**src/rtl/semaforo_monitor.sv**
```systemverilog
// semaforo_monitor
// Passive checker on the lamp side of the traffic-light controller. It decodes
// the lit phase, measures how long each phase lasts, raises sticky fault flags
// for illegal lamp patterns, illegal phase order or wrong phase durations, and
// counts completed RED->YELLOW->GREEN cycles. It drives nothing back.
//
// Ports:
//   clk          rising-edge clock
//   rst_n        asynchronous active-low reset
//   enable       controller enable (same net as the controller sees)
//   red/yellow/green  lamp inputs
//   clear        synchronous clear of sticky flags and cycle_count
//   phase        decoded phase: 0 OFF, 1 RED, 2 YELLOW, 3 GREEN
//   err_onehot   sticky: more than one lamp lit
//   err_seq      sticky: illegal phase order or lamp/enable mismatch
//   err_time     sticky: phase shorter or longer than required
//   fault        OR of the three error flags
//   cycle_count  completed GREEN->RED transitions (wraps)
//   last_len     length of the most recently ended phase (saturating)
module semaforo_monitor #(
    parameter int RED_CYC = 51,
    parameter int YEL_CYC = 11,
    parameter int GRN_CYC = 41,
    parameter int LEN_W   = 8,
    parameter int CYC_W   = 16
) (
    input  logic             clk,
    input  logic             rst_n,
    input  logic             enable,
    input  logic             red,
    input  logic             yellow,
    input  logic             green,
    input  logic             clear,
    output logic [1:0]       phase,
    output logic             err_onehot,
    output logic             err_seq,
    output logic             err_time,
    output logic             fault,
    output logic [CYC_W-1:0] cycle_count,
    output logic [LEN_W-1:0] last_len
);

    localparam logic [2:0] LAMP_OFF = 3'b000;
    localparam logic [2:0] LAMP_RED = 3'b100;
    localparam logic [2:0] LAMP_YEL = 3'b010;
    localparam logic [2:0] LAMP_GRN = 3'b001;

    function automatic logic [LEN_W-1:0] sat_inc(input logic [LEN_W-1:0] v);
        return (v == {LEN_W{1'b1}}) ? v : v + 1'b1;
    endfunction

    function automatic logic [LEN_W-1:0] exp_len(input logic [2:0] p);
        case (p)
            LAMP_RED: return LEN_W'(RED_CYC);
            LAMP_YEL: return LEN_W'(YEL_CYC);
            LAMP_GRN: return LEN_W'(GRN_CYC);
            default:  return '0;
        endcase
    endfunction

    function automatic logic [1:0] decode(input logic [2:0] p);
        case (p)
            LAMP_RED: return 2'd1;
            LAMP_YEL: return 2'd2;
            LAMP_GRN: return 2'd3;
            default:  return 2'd0;
        endcase
    endfunction

    function automatic logic legal_step(input logic [2:0] from, input logic [2:0] to);
        return (to == LAMP_OFF) ||
               (from == LAMP_OFF && to == LAMP_RED) ||
               (from == LAMP_RED && to == LAMP_YEL) ||
               (from == LAMP_YEL && to == LAMP_GRN) ||
               (from == LAMP_GRN && to == LAMP_RED);
    endfunction

    logic [2:0]       lamps;
    logic [2:0]       lamp_q;
    logic [LEN_W-1:0] run_len;
    logic             en_q;

    logic             multi;
    logic             seq_bad;
    logic             time_bad;
    logic             grn_to_red;
    logic [2:0]       lamp_d;
    logic [LEN_W-1:0] run_d;
    logic [LEN_W-1:0] last_d;
    logic [1:0]       phase_d;

    assign lamps = {red, yellow, green};

    // Sample evaluation: a multi-lamp sample only flags err_onehot and is
    // otherwise invisible to the phase tracker.
    always_comb begin
        multi      = ($countones(lamps) > 1);
        lamp_d     = lamp_q;
        run_d      = run_len;
        last_d     = last_len;
        phase_d    = phase;
        seq_bad    = 1'b0;
        time_bad   = 1'b0;
        grn_to_red = 1'b0;
        if (!multi) begin
            phase_d = decode(lamps);
            if (lamps == lamp_q) begin
                run_d = sat_inc(run_len);
                // Fires on the first sample beyond the required length.
                if (lamps != LAMP_OFF && run_len == exp_len(lamps))
                    time_bad = 1'b1;
            end else begin
                run_d  = LEN_W'(1);
                last_d = run_len;
                lamp_d = lamps;
                if (!legal_step(lamp_q, lamps))
                    seq_bad = 1'b1;
                // Dropping to OFF is a legal truncation and is not timed.
                if (lamps != LAMP_OFF && lamp_q != LAMP_OFF && run_len < exp_len(lamp_q))
                    time_bad = 1'b1;
                grn_to_red = (lamp_q == LAMP_GRN) && (lamps == LAMP_RED);
            end
            // One lit cycle after enable falls is tolerated because en_q is still 1.
            if (lamps != LAMP_OFF && !en_q)
                seq_bad = 1'b1;
            // Only the first sample after enable rises may be dark.
            if (lamps == LAMP_OFF && enable && en_q)
                seq_bad = 1'b1;
        end
    end

    // State update: new errors take priority over a coincident clear.
    always_ff @(posedge clk or negedge rst_n) begin
        if (!rst_n) begin
            phase       <= '0;
            err_onehot  <= 1'b0;
            err_seq     <= 1'b0;
            err_time    <= 1'b0;
            cycle_count <= '0;
            last_len    <= '0;
            lamp_q      <= LAMP_OFF;
            run_len     <= '0;
            en_q        <= 1'b0;
        end else begin
            en_q       <= enable;
            lamp_q     <= lamp_d;
            run_len    <= run_d;
            last_len   <= last_d;
            phase      <= phase_d;
            err_onehot <= (err_onehot & ~clear) | multi;
            err_seq    <= (err_seq & ~clear) | seq_bad;
            err_time   <= (err_time & ~clear) | time_bad;
            if (clear)
                cycle_count <= '0;
            else if (grn_to_red)
                cycle_count <= cycle_count + 1'b1;
        end
    end

    assign fault = err_onehot | err_seq | err_time;

endmodule

```
**config.mk**
```make
export PLATFORM = sky130hd
export DESIGN_NAME = semaforo_monitor
export DESIGN_NICKNAME = d
export VERILOG_FILES = /design/src/rtl/semaforo_monitor.sv
export SDC_FILE = /design/constraint.sdc
export NUM_CORES = 1
export LEC_CHECK = 0
export ABC_AREA = 1
export ABC_CLOCK_PERIOD_IN_PS = 3200
export CELL_PAD_IN_SITES_DETAIL_PLACEMENT = 1
export CELL_PAD_IN_SITES_GLOBAL_PLACEMENT = 1
export CORE_UTILIZATION = 42
export CTS_CLUSTER_DIAMETER = 100
export DETAILED_ROUTE_END_ITERATION = 16
export GPL_TIMING_DRIVEN = 0
export PLACE_DENSITY = 0.91
export SLEW_MARGIN = 20
export SYNTH_ARGS = -nofsm -noshare
export SYNTH_HDL_FRONTEND = slang
export SYNTH_SLANG_ARGS = --single-unit
```
**constraint.sdc**
```tcl
create_clock -name clk -period 3.2 [get_ports clk]
set_input_delay 0.64 -clock clk [delete_from_list [all_inputs] [get_ports clk]]
set_output_delay 0.64 -clock clk [all_outputs]
set_load 0.05 [all_outputs]
```
## Yosys cells after proc, flatten, opt, wreduce, memory -nomap -nowiden

Cells that the tools add are included.
Widths: inputs -> output; s select.

- Word-level logic and storage cells: 80
- Register bits after elaboration: 41
- Input bits: 7

- Magnitude comparators: 2
- Eq/ne operators: 10
- $add $sub $neg: 4
- Mux-type cells: 22
- Bitwise gates (word level): 11
- Reduce and logical (&&, ||, !) cells: 22

Operators with widths:

| cell | number |
|---|---|
| $mux 8 | 6 |
| $pmux 6 s3 | 2 |
| $mux 16 | 2 |
| $add 16x1->16 const B | 1 |
| $mux 1 | 11 |
| $logic_and 1x1->1 | 10 |
| $add 8x1->8 const B | 1 |
| $eq 8x8->1 | 1 |
| $eq 8x8->1 const B | 1 |
| $lt 8x8->1 | 1 |
| $eq 3x1->1 const B | 2 |
| $eq 3x2->1 const B | 2 |
| $eq 3x3->1 const B | 2 |
| $logic_not 3->1 | 2 |
| $pmux 2 s3 | 1 |
| $reduce_bool 3->1 | 2 |
| $or 1x1->1 | 5 |
| $logic_or 1x1->1 | 4 |
| $reduce_and 2->1 | 2 |
| $add 2x1->3 | 1 |
| $and 1x1->1 | 3 |
| $eq 3x3->1 | 1 |
| $gt 3x1->1 const B | 1 |
| $not 1->1 | 3 |
| 4 further kinds | 4 |

## Depth between registers and ports, before layout

- Depth in word-level cells: 12
- Mapped depth: 14
- Gate-level depth less buffers: 14

## Worst setup path before layout

OpenSTA, ideal clock, no wires.

- Path type: input to register
- Start: input red
- End: register cycle_count[11]
- Stages: 9
- Buffers on the path: 0
- Arrival: 1951 ps
- Library setup time: 122 ps
- Path slack: 1127 ps
- Cell sequence: ha_1 a21oi_4 inv_2 nor3_4 nor2_4 nor2_4 nand2_1 o21ai_1 a21oi_1

- Longest elaborated chain between the ends: 5
- Elaborated cells on any way between the ends: 8

RTL lines:

| element | line | source |
|---|---|---|
| start, declared | 30 | `input logic red,` |
| parallel branches: the longest is 3 deep, another holds $add 2x1->3 | - |  |
| $mux 1 * | 105 | `if (!multi) begin` |
| $reduce_bool 2->1 (no source line) * | - |  |
| end signal, assigned | 156 | `cycle_count <= cycle_count + 1'b1;` |
| end, declared | 39 | `output logic [CYC_W-1:0] cycle_count,` |

Every way passes the cells marked *.
A chain may end at the register's enable or synchronous reset.

## Worst setup path in the final report

- Start: input green
- End: register run_len[7]

- Longest elaborated chain between the ends: 5
- Elaborated cells on any way between the ends: 8

RTL lines:

| element | line | source |
|---|---|---|
| start, declared | 32 | `input logic green,` |
| $add 1x1->2 (implied by the code) | 97 | `multi = ($countones(lamps) > 1);` |
| $add 2x1->3 (implied by the code) | 97 |  |
| $gt 3x1->1 | 97 |  |
| $not 1->1 (no source line) | - |  |
| $reduce_and 2->1 (no source line) | - |  |
| end signal, assigned | 147 | `run_len <= run_d;` |
| end, declared | 80 | `logic [LEN_W-1:0] run_len;` |

Parallel ways exist; a longest one is shown, timed or not.

==> metrics.yaml <==
final_cell_mix: "nand2_1, dfrtp_1, inv_1, clkdlybuf4s50_1"
n_antenna_cell: 0
fillers: 646
cp.required_ns: 3.43
start_kind: "input pin"
finalSetupTns_ns: 0
area_growth_syn_to_layout_pct: 25.7
rsz0062_at_grt: "no"
syn-num-nets: 307
fin_ws_ns: 0.554
combPwrFrac_pct: 23.4
ctsHoldBuffers: 0
hold_class: "input pin to asynchronous set/reset pin"
setup_viol: 0
gr-usage-all-layers_pct: 25.0
overflow: 0
p_per_area_nw_per_um2: 488
fin_util_pct: 55.9
route.antenna.remaining_nets: 0
drt_iter0_drc: 89
final_common_cell: "nand2_1"
drive_gt1_share_pct: 10.1
p_int_mw: 0.968
clock_power_share_pct: 36.2
cp_max_fo: 7
synthesis.area_um2: 2330
place_area_um2: 2790
final_nets: 350
cts_tree: "done"
p_leak_nw: 1.36
io_buffers: 35
fmax_mhz: 378
ys_seq_elements: 41
status: "completed"
yosysSeqAreaShare_pct: 44.0
finalCritPeriodShare_pct: 82.7
worst_skew_pair.late_latency_ns: 0.30
dpl.hpwl_um: 4820
antenna_found_initial: 0
crit_path_max_incr_delay_ns: 0.64
p_switching_mw: 0.460
fin_area_um2: 2930
post_cts_buffers: 0
dieArea_um2: 5850
cts.path.max_buffers: 2
sequentialPowerShare_pct: 40.4
clk_pin_slew_ns: 0.09
total_power_mw: 1.43
worstSetupEndpointType: "flip-flop"
drc: 0
ir_drop_mv: 0.250
reg2reg_from: "run_len[0]"
timing.hold.ws_ns: 0.291
dr.pass1.iters: 4
period_minus_slack_ns: 2.65
slew_headroom_pct: 64.4
r2r-end: "run_len[7]"
tightest_slew_ns: 0.533
viasPerCell: 5.40
dp_slack_ns: 0.262
cts.sinks: 41
path_cells: "clkdlybuf4s50_1, ha_1, a21oi_4, inv_2, a21oi_2, inv_2, nand2_2, nand2_2, nor2_2, nand2_1, a21oi_1"
cap_violations: 0
wl_um: 6670
pin_count: 37
h-tree-depth: 2
cpMaxStageDelayCell: "clkdlybuf4s50_1"
grt_pass1_wl_um: 11300
swShare_pct: 32.2
reg2regPathDepth: 10
die_w_um: 76.5
root_buffer: "clkbuf_8"
crit_cells: 11
final_max_slew_viol_count: 0
ys_warn_count: 0
initial_core_util_pct: 44.5
final_cells: 407
core_area_um2: 5240
critPathBufInv: 3
wl_per_cell_um: 16.4
cp.arrival_ns: 2.88
ctsResizeCount: 0
vias: 2197
hold_viol_final: 0
clock_skew_ns: 0.0126
rows: 26
place_congestion: 0.841
cts_buffers: 5
rrSetupSlack_ns: 1.26
grt_pass1_vias: 2314
dieHeight_um: 76.5
yosysUniqueCellTypes: 32
avgSynthCellArea_um2: 7.96
grt_max_degree: 23
syn_inst: 293
path_class: "input pin to flip-flop"
dp_cells: 399
crit_family: "buffers and inverters"
-- registers in the layout, indices dropped and copies added (netlist names) --
name	flops
cycle_count	16
last_len	8
run_len	8
lamp_q	3
phase	2
en_q	1
err_onehot	1
err_seq	1
err_time	1
-- synthesized netlist by cell type --
master | number | area share (%)
o22ai_1 | 1 | 0.27
nor2_2 | 1 | 0.27
o2111ai_1 | 1 | 0.38
nor2_4 | 3 | 1.4
nand3_1 | 19 | 4.1
inv_1 | 34 | 5.5
nand4_1 | 8 | 2.1
nand2_2 | 4 | 1.1
nor3_1 | 5 | 1.1
nor3_2 | 4 | 1.7
o21ai_0 | 20 | 4.3
xor2_1 | 4 | 1.5
nor3_4 | 2 | 1.4
buf_6 | 1 | 0.48
xnor2_1 | 3 | 1.1
o21ai_1 | 5 | 1.1
a21oi_2 | 1 | 0.38
a31oi_1 | 3 | 0.81
nand2_4 | 1 | 0.48
a21oi_4 | 1 | 0.70
a21oi_1 | 18 | 3.9
nor3b_1 | 2 | 0.64
dfrtp_1 | 41 | 44
inv_2 | 4 | 0.64
nor3b_2 | 1 | 0.54
clkinv_1 | 1 | 0.16
nand2_1 | 72 | 12
nor2_1 | 20 | 3.2
clkbuf_1 | 4 | 0.64
o211ai_1 | 1 | 0.32
nand3_2 | 1 | 0.43
ha_1 | 7 | 3.8
-- power by group through the flow --
stage / combinational [mW] / clock [mW] / sequential (mW)
3_5_place_dp: 0.330 / 0 / 0.587
2_1_floorplan: 0.148 / 0 / 0.652
5_1_grt: 0.364 / 0.550 / 0.582
4_1_cts: 0.337 / 0.524 / 0.578
3_3_place_gp: 0.316 / 0 / 0.585
6_report: 0.334 / 0.517 / 0.577
-- how the worst max path moves through the flow --
| stage | from | slack (ns) | endpoint |
|---|---|---|---|
| global placement | green | 0.29 | cycle_count[11] |
| detailed placement | green | 0.26 | cycle_count[11] |
| global route | green | 0.42 | run_len[7] |
| floorplan | red | 1.13 | cycle_count[11] |
| CTS | green | 0.54 | run_len[7] |
| finish | green | 0.55 | run_len[7] |
-- metal layers --
metal	part of all wire, %	track usage (%)	up-vias
li1	-	-	1042
met1	41	28.2	1100
met2	54	46.8	44
met3	2.6	4.55	11
met4	1.8	9.04	0
met5	0	0	-
-- logic make-up (layout without fill, tap and decap cells) --
kind of cell / count (synthesis) / count (layout) / share of synthesized area (%)
AO/OA/AOI/OAI: 51 / 51 / 12.1
XOR/XNOR: 7 / 7 / 2.63
flip-flops: 41 / 41 / 44.0
adder cells (fa/ha/maj): 7 / 7 / 3.76
buffers and inverters: 44 / 88 / 7.41
AND/OR/NAND/NOR: 143 / 143 / 30.1
-- cell type report --
type                       instances  area (um^2)  area share [%]
sequential                        41         1030            35.0
multi-input combinational        208         1130            38.7
clock inverter                     3         68.8            2.35
inverter                          39          146            5.00
tap                               70         87.6            2.99
clock buffer                       5         68.8            2.35
timing repair buffer              36          373            12.7
buffer                             5         26.3           0.897
Note: power is estimated with default switching activity, not from simulation.
